### config.mk
export PLATFORM = sky130hd
export DESIGN_NAME = ov7670_transmitter
export DESIGN_NICKNAME = d
export VERILOG_FILES = /design/src/rtl/ov7670_transmitter.sv
export SDC_FILE = /design/constraint.sdc
export NUM_CORES = 1
export LEC_CHECK = 0
export ABC_AREA = 1
export BUFFER_PORTS_ARGS = -buffer_cell sky130_fd_sc_hd__clkbuf_2
export CAP_MARGIN = 40
export CORE_MARGIN = 3
export CORE_UTILIZATION = 60
export CTS_BUF_LIST = sky130_fd_sc_hd__clkbuf_8
export DETAILED_ROUTE_END_ITERATION = 10
export PLACE_DENSITY = 0.83
export SETUP_SLACK_MARGIN = 0.05
export SYNTH_ARGS = -nofsm -noshare
export SYNTH_HDL_FRONTEND = slang
export SYNTH_SLANG_ARGS = --single-unit
### constraint.sdc
create_clock -name i_clk -period 5.96 [get_ports i_clk]
set_clock_uncertainty 0.15 [all_clocks]
set_input_delay 0.596 -clock i_clk [delete_from_list [all_inputs] [get_ports i_clk]]
set_output_delay 0.596 -clock i_clk [all_outputs]
set_load 0.1 [all_outputs]
### src/rtl/ov7670_transmitter.sv
// ov7670_transmitter: OV7670-style camera source that drives PCLK/VSYNC/HREF
// and byte-serial RGB565 pixels read from a 1-cycle-latency pixel port.
// Ports:
//   i_clk, i_reset      system clock, synchronous active-high reset
//   i_start, i_stop     begin streaming / finish current frame then idle
//   o_busy              high while frames are being produced
//   o_frame_done        one-cycle pulse at the end of every frame
//   o_PCLK, o_VS, o_HS  sensor pixel clock, VSYNC, HREF
//   o_DATA              sensor byte (high byte of a pixel first)
//   o_rd_en             pixel read strobe, with o_rd_h_addr/o_rd_v_addr
//   i_rd_data           pixel word, valid one i_clk after o_rd_en
// VS_LINES, VBP_LINES, VFP_LINES and H_BLANK are assumed to be at least 1.
module ov7670_transmitter #(
   parameter int DATA_WIDTH = 8,
   parameter int H_WIDTH    = 320,
   parameter int V_WIDTH    = 240,
   parameter int PXL_WIDTH  = 16,
   parameter int H_BLANK    = 144,
   parameter int VS_LINES   = 3,
   parameter int VBP_LINES  = 17,
   parameter int VFP_LINES  = 10
) (
   input  logic                       i_clk,
   input  logic                       i_reset,
   input  logic                       i_start,
   input  logic                       i_stop,
   output logic                       o_busy,
   output logic                       o_frame_done,
   output logic                       o_PCLK,
   output logic                       o_VS,
   output logic                       o_HS,
   output logic [DATA_WIDTH-1:0]      o_DATA,
   output logic                       o_rd_en,
   output logic [$clog2(H_WIDTH):0]   o_rd_h_addr,
   output logic [$clog2(V_WIDTH):0]   o_rd_v_addr,
   input  logic [PXL_WIDTH-1:0]       i_rd_data
);

   localparam int LINE = 2 * H_WIDTH + H_BLANK;
   localparam int HW   = $clog2(LINE);
   localparam int MAXL = VS_LINES + VBP_LINES + V_WIDTH + VFP_LINES;
   localparam int VW   = $clog2(MAXL + 1);
   localparam int HA   = $clog2(H_WIDTH) + 1;
   localparam int VA   = $clog2(V_WIDTH) + 1;

   localparam logic [HW-1:0] H_LAST     = HW'(LINE - 1);
   localparam logic [HW-1:0] H_ACT      = HW'(2 * H_WIDTH);
   localparam logic [HW-1:0] H_ACT_LAST = HW'(2 * H_WIDTH - 1);
   localparam logic [VW-1:0] VS_LAST    = VW'(VS_LINES - 1);
   localparam logic [VW-1:0] VBP_LAST   = VW'(VBP_LINES - 1);
   localparam logic [VW-1:0] V_LAST     = VW'(V_WIDTH - 1);
   localparam logic [VW-1:0] VFP_LAST   = VW'(VFP_LINES - 1);

   typedef enum logic [2:0] {
      S_IDLE,
      S_VSYNC,
      S_VBP,
      S_ACTIVE,
      S_VFP
   } state_t;

   state_t                r_state;
   logic                  r_ph;
   logic [HW-1:0]         r_h;
   logic [VW-1:0]         r_v;
   logic                  r_stop;
   logic                  r_rd_en_d;
   logic [PXL_WIDTH-1:0]  r_pix;

   state_t                w_state_n;
   state_t                w_adv;
   logic                  w_ph_n;
   logic [HW-1:0]         w_h_n;
   logic [HW-1:0]         w_hp;
   logic [VW-1:0]         w_v_n;
   logic [VW-1:0]         w_last_v;
   logic                  w_done;
   logic                  w_upd;
   logic                  w_hs_n;
   logic [DATA_WIDTH-1:0] w_data_n;
   logic                  w_fetch;
   logic [HA-1:0]         w_fh;
   logic [VA-1:0]         w_fv;

   // last line index and successor of each frame region
   always_comb begin
      w_last_v = '0;
      w_adv    = S_IDLE;
      unique case (r_state)
         S_VSYNC: begin
            w_last_v = VS_LAST;
            w_adv    = S_VBP;
         end
         S_VBP: begin
            w_last_v = VBP_LAST;
            w_adv    = S_ACTIVE;
         end
         S_ACTIVE: begin
            w_last_v = V_LAST;
            w_adv    = S_VFP;
         end
         S_VFP: begin
            w_last_v = VFP_LAST;
            w_adv    = (r_stop || i_stop) ? S_IDLE : S_VSYNC;
         end
         default: begin
            w_last_v = '0;
            w_adv    = S_IDLE;
         end
      endcase
   end

   // next state; a tick completes on the cycle ph is 1
   always_comb begin
      w_state_n = r_state;
      w_ph_n    = r_ph;
      w_h_n     = r_h;
      w_v_n     = r_v;
      w_done    = 1'b0;
      if (r_state == S_IDLE) begin
         w_ph_n = 1'b0;
         if (i_start) begin
            w_state_n = S_VSYNC;
            w_h_n     = '0;
            w_v_n     = '0;
         end
      end else begin
         w_ph_n = ~r_ph;
         if (r_ph) begin
            if (r_h == H_LAST) begin
               w_h_n = '0;
               if (r_v == w_last_v) begin
                  w_v_n     = '0;
                  w_state_n = w_adv;
                  w_done    = (r_state == S_VFP);
               end else begin
                  w_v_n = r_v + VW'(1);
               end
            end else begin
               w_h_n = r_h + HW'(1);
            end
         end
      end
   end

   // outputs only move at tick boundaries (PCLK falling edge)
   assign w_upd  = (r_state == S_IDLE) || r_ph;
   assign w_hs_n = (w_state_n == S_ACTIVE) && (w_h_n < H_ACT);
   assign w_hp   = w_h_n + HW'(1);

   // high byte comes straight from the read port the cycle it is valid;
   // the word is kept in r_pix for the low byte one tick later
   always_comb begin
      w_data_n = '0;
      if (w_hs_n) begin
         if (w_h_n[0])
            w_data_n = r_pix[DATA_WIDTH-1:0];
         else
            w_data_n = i_rd_data[PXL_WIDTH-1:DATA_WIDTH];
      end
   end

   // pixel p is fetched at the start of tick 2p-1; pixel 0 of a line
   // in the last tick of the previous line (blank or VBP)
   always_comb begin
      w_fetch = 1'b0;
      w_fh    = '0;
      w_fv    = '0;
      if (r_ph && r_state != S_IDLE) begin
         if (w_state_n == S_ACTIVE && w_h_n[0] &&
             w_h_n < H_ACT_LAST) begin
            w_fetch = 1'b1;
            w_fh    = HA'(w_hp >> 1);
            w_fv    = VA'(w_v_n);
         end else if (w_h_n == H_LAST) begin
            if (w_state_n == S_ACTIVE && w_v_n != V_LAST) begin
               w_fetch = 1'b1;
               w_fv    = VA'(w_v_n + VW'(1));
            end else if (w_state_n == S_VBP &&
                         w_v_n == VBP_LAST) begin
               w_fetch = 1'b1;
               w_fv    = '0;
            end
         end
      end
   end

   always_ff @(posedge i_clk) begin
      if (i_reset) begin
         r_state      <= S_IDLE;
         r_ph         <= 1'b0;
         r_h          <= '0;
         r_v          <= '0;
         r_stop       <= 1'b0;
         r_rd_en_d    <= 1'b0;
         r_pix        <= '0;
         o_busy       <= 1'b0;
         o_frame_done <= 1'b0;
         o_VS         <= 1'b0;
         o_HS         <= 1'b0;
         o_DATA       <= '0;
         o_rd_en      <= 1'b0;
         o_rd_h_addr  <= '0;
         o_rd_v_addr  <= '0;
      end else begin
         r_state      <= w_state_n;
         r_ph         <= w_ph_n;
         r_h          <= w_h_n;
         r_v          <= w_v_n;
         r_stop       <= (w_state_n == S_IDLE) ? 1'b0 : (r_stop | i_stop);
         o_busy       <= (w_state_n != S_IDLE);
         o_frame_done <= w_done;
         o_rd_en      <= w_fetch;
         r_rd_en_d    <= o_rd_en;
         if (w_fetch) begin
            o_rd_h_addr <= w_fh;
            o_rd_v_addr <= w_fv;
         end
         if (r_rd_en_d)
            r_pix <= i_rd_data;
         if (w_upd) begin
            o_VS   <= (w_state_n == S_VSYNC);
            o_HS   <= w_hs_n;
            o_DATA <= w_data_n;
         end
      end
   end

   assign o_PCLK = r_ph;

endmodule

==> flow_summary.yaml <==
outcome:
  status: "completed"
clock_network:
  htree_levels: 3
  clock_sinks: 64
  postCtsHoldBufs: 0
  cts_buffers: 9
  cts_resized: 0
  clk_path_buf_depth: 2
  postCtsSetupRepairBufs: 0
  cts_root_buf: "clkbuf_8"
  path_clk_slew_ns: 0.08
  cts_tree: "yes"
  insertion_delay_ns: 0.34
grt:
  grt_max_degree: 36
  antenna_found_initial: 0
  grtUsageTotal_pct: 27.2
  grt-ovfl-total: 0
  grt_pass1_vias: 3525
  grt_pass1_wl_mm: 16.0
sta:
  period_needed_ns: 3.41
  tns_ns: 0
  setup_viol: 0
  fmax_mhz: 294
  slew_headroom_pct: 47.8
  rsz0062_at_grt: "no"
  finalCritPeriodShare_pct: 57.2
  maxSlewViolCount: 0
  hold_violations: 0
  worst_slew_pin_slew_ns: 0.781
synth:
  synthFlopType: "dfxtp_1"
  synthTopCellsByArea: "dfxtp_1 34%, nand2_1 16%, nor2_1 8.6%"
  synth-seq-cells: 64
  syn_avg_cell_area_um2: 6.65
  netlist_instances: 572
  synthArstFlopShare_pct: 0
  yosysTopAreaCell: "dfxtp_1"
  synth_fp_nets: 596
  yosysWarnings: 0
  synth_area_um2: 3800
  synth_edf_count: 0
  yosysTopAreaCellShare_pct: 33.7
  ys_seq_area_share_pct: 33.7
  synth_cell_types: 42
cells_and_area:
  n_antenna_cell: 0
  multi_input_area_um2: 2220
  area_growth_pct: 13.3
  drive_gt1_share_pct: 18.4
  final_common_cell: "nand2_1"
  seq_area_um2: 1280
  nFillCells: 525
  layout_common_cells: "161 x nand2_1, 87 x nor2_1, 64 x dfxtp_1"
  finalNetCount: 648
  fin_area_um2: 4310
critical_path:
  cp_max_fo: 16
  cp_top_family: "simple AND/OR/NAND/NOR gates"
  rrSetupSlack_ns: 2.55
  reg2reg_from: "r_state[1]"
  crit_required_ns: 6.10
  cp-start-kind: "flop"
  critPathArrivalTime_ns: 3.54
  crit_top_cell: "nand2_1"
  cp-startpoint: "r_state[1]"
  cp_num_cells: 18
  cp_num_buf_inv: 1
  worstReg2RegEnd: "o_rd_v_addr[8]"
  end_kind: "flop"
  slowest_delay_ns: 0.37
  reg2regPathDepth: 18
  crit_type: "flop to flop"
  crit_path_top_delay_cell: "dfxtp_1"
  path_cells: "nor2_2, nand2_4, nor2_4, inv_4, nand2_2, nand2_1, nand2_2, ha_1, nand2_1, a21oi_2, nand2_1, nor3_4, nand3_4, nand3_1, nand2_2, nor2_4, nand3_1, nand2_1"
route:
  antenna_left: 0
  dr_total_vias: 3893
  drc: 0
  routed_wl_mm: 9.73
  first_iter_violations: 357
  detail_route.first_pass.iterations: 5
  wl_per_cell_um: 13.8
  viasPerCell: 5.53
power_and_ir_drop:
  pwr_density_cell_nw_per_um2: 207
  p_leak_nw: 1.97
  vdd_drop_max_uv: 176
place:
  place_area_um2: 4100
  dp_hpwl_mm: 7.19
  port-buffer-count: 51
  gp_congestion: 0.906
worst_hold_path:
  min_path_type: "flop to flop"
  min_to: "r_rd_en_d"
  holdCritStartpoint: "o_rd_en"
  hold_path_depth: 2
die:
  start_util_pct: 63.1
  rows: 28
  die_h_um: 85.6
  die_w_um: 85.6
  dieArea_um2: 7330
  ios: 53
  coreArea_um2: 6030
job:
  cap_viol_max_count: 0
-- worst max path at each step --
stage                                 to  slack (ns)
after detailed placement  o_rd_v_addr[8]        2.57
after CTS                 o_rd_v_addr[8]        2.60
after global routing      o_rd_h_addr[4]        2.23
after floorplan           o_rd_h_addr[0]        2.38
final                     o_rd_v_addr[8]        2.55
after global placement    o_rd_v_addr[7]        2.67
-- kinds of logic (layout without fill, tap and decap cells) --
logic type | after synthesis | count (layout) | share of synthesized area, %
AO/OA/AOI/OAI | 60 | 60 | 9.12
XOR/XNOR | 4 | 4 | 1.12
AND/OR/NAND/NOR | 356 | 356 | 44.8
buffers and inverters | 76 | 133 | 8.00
multiplexers | 7 | 7 | 1.84
adder cells (fa/ha/maj) | 4 | 4 | 1.32
other | 1 | 1 | 0.0987
flip-flops | 64 | 64 | 33.7
-- per-layer routing --
| layer | up-vias | global-route usage, % | wire, µm | part of all wire (%) |
|---|---|---|---|---|
| met4 | 0 | 12.8 | 181 | 1.9 |
| li1 | 1942 | - | - | - |
| met1 | 1762 | 35.5 | 4280 | 44 |
| met5 | - | 0 | 0 | 0 |
| met2 | 169 | 43.1 | 4520 | 46 |
| met3 | 20 | 5.76 | 750 | 7.7 |
-- flip-flops by register name, summed over array words and instances, names as in the netlist --
signal / cells
o_rd_h_addr: 9
o_rd_v_addr: 9
o_VS: 1
r_rd_en_d: 1
o_DATA: 8
r_pix: 8
o_frame_done: 1
r_h: 10
r_state: 3
o_HS: 1
o_busy: 1
r_stop: 1
o_PCLK: 1
r_v: 9
o_rd_en: 1
-- power by group --
part           switching [W]   total, W  internal [W]  leakage [nW]
logic              0.0000543  0.0000715     0.0000172          1.36
registers         0.00000354   0.000434      0.000430         0.516
clock network       0.000180   0.000386      0.000206        0.0989
total               0.000238   0.000891      0.000654          1.97
-- worst register-to-register path, stage by stage (launching register included) --
cell and delay (ns):
dfxtp_1 0.37, nor2_2 0.18, nand2_4 0.16, nor2_4 0.23
inv_4 0.12, nand2_2 0.12, nand2_1 0.07, nand2_2 0.25
ha_1 0.25, nand2_1 0.07, a21oi_2 0.17, nand2_1 0.12
nor3_4 0.35, nand3_4 0.16, nand3_1 0.13, nand2_2 0.14
nor2_4 0.16, nand3_1 0.09, nand2_1 0.06
-- final cells by class --
type	instances	area share (%)
Clock buffer	10	3.20
Clock inverter	6	1.57
Tap cell	75	2.18
Inverter	65	5.73
Timing Repair Buffer	52	6.10
Multi-Input combinational cell	432	51.5
Sequential cell	64	29.8
-- per-stage QoR --
stage          total power, W  hold WS (ns)  instances  setup slack, ns  utilization [%]
2_1_floorplan        0.000497         0.280        572             2.38                -
3_3_place_gp         0.000513         0.265        688             2.67             68.0
3_5_place_dp         0.000515         0.266        688             2.57             68.0
4_1_cts              0.000893         0.288        704             2.60             71.4
5_1_grt              0.000922         0.301        704             2.23             71.4
6_report             0.000891         0.282        704             2.55             71.4
-- cells in the mapped netlist, drive strengths merged, types with 5 or more instances --
cell    instances
dfxtp          64
clkbuf          5
inv            64
nor3            8
mux2i           7
nor2          100
nand3          53
nand4          20
buf             6
o21ai          40
nand2         172
a21oi          12
Power figures use the tool's default switching activity.
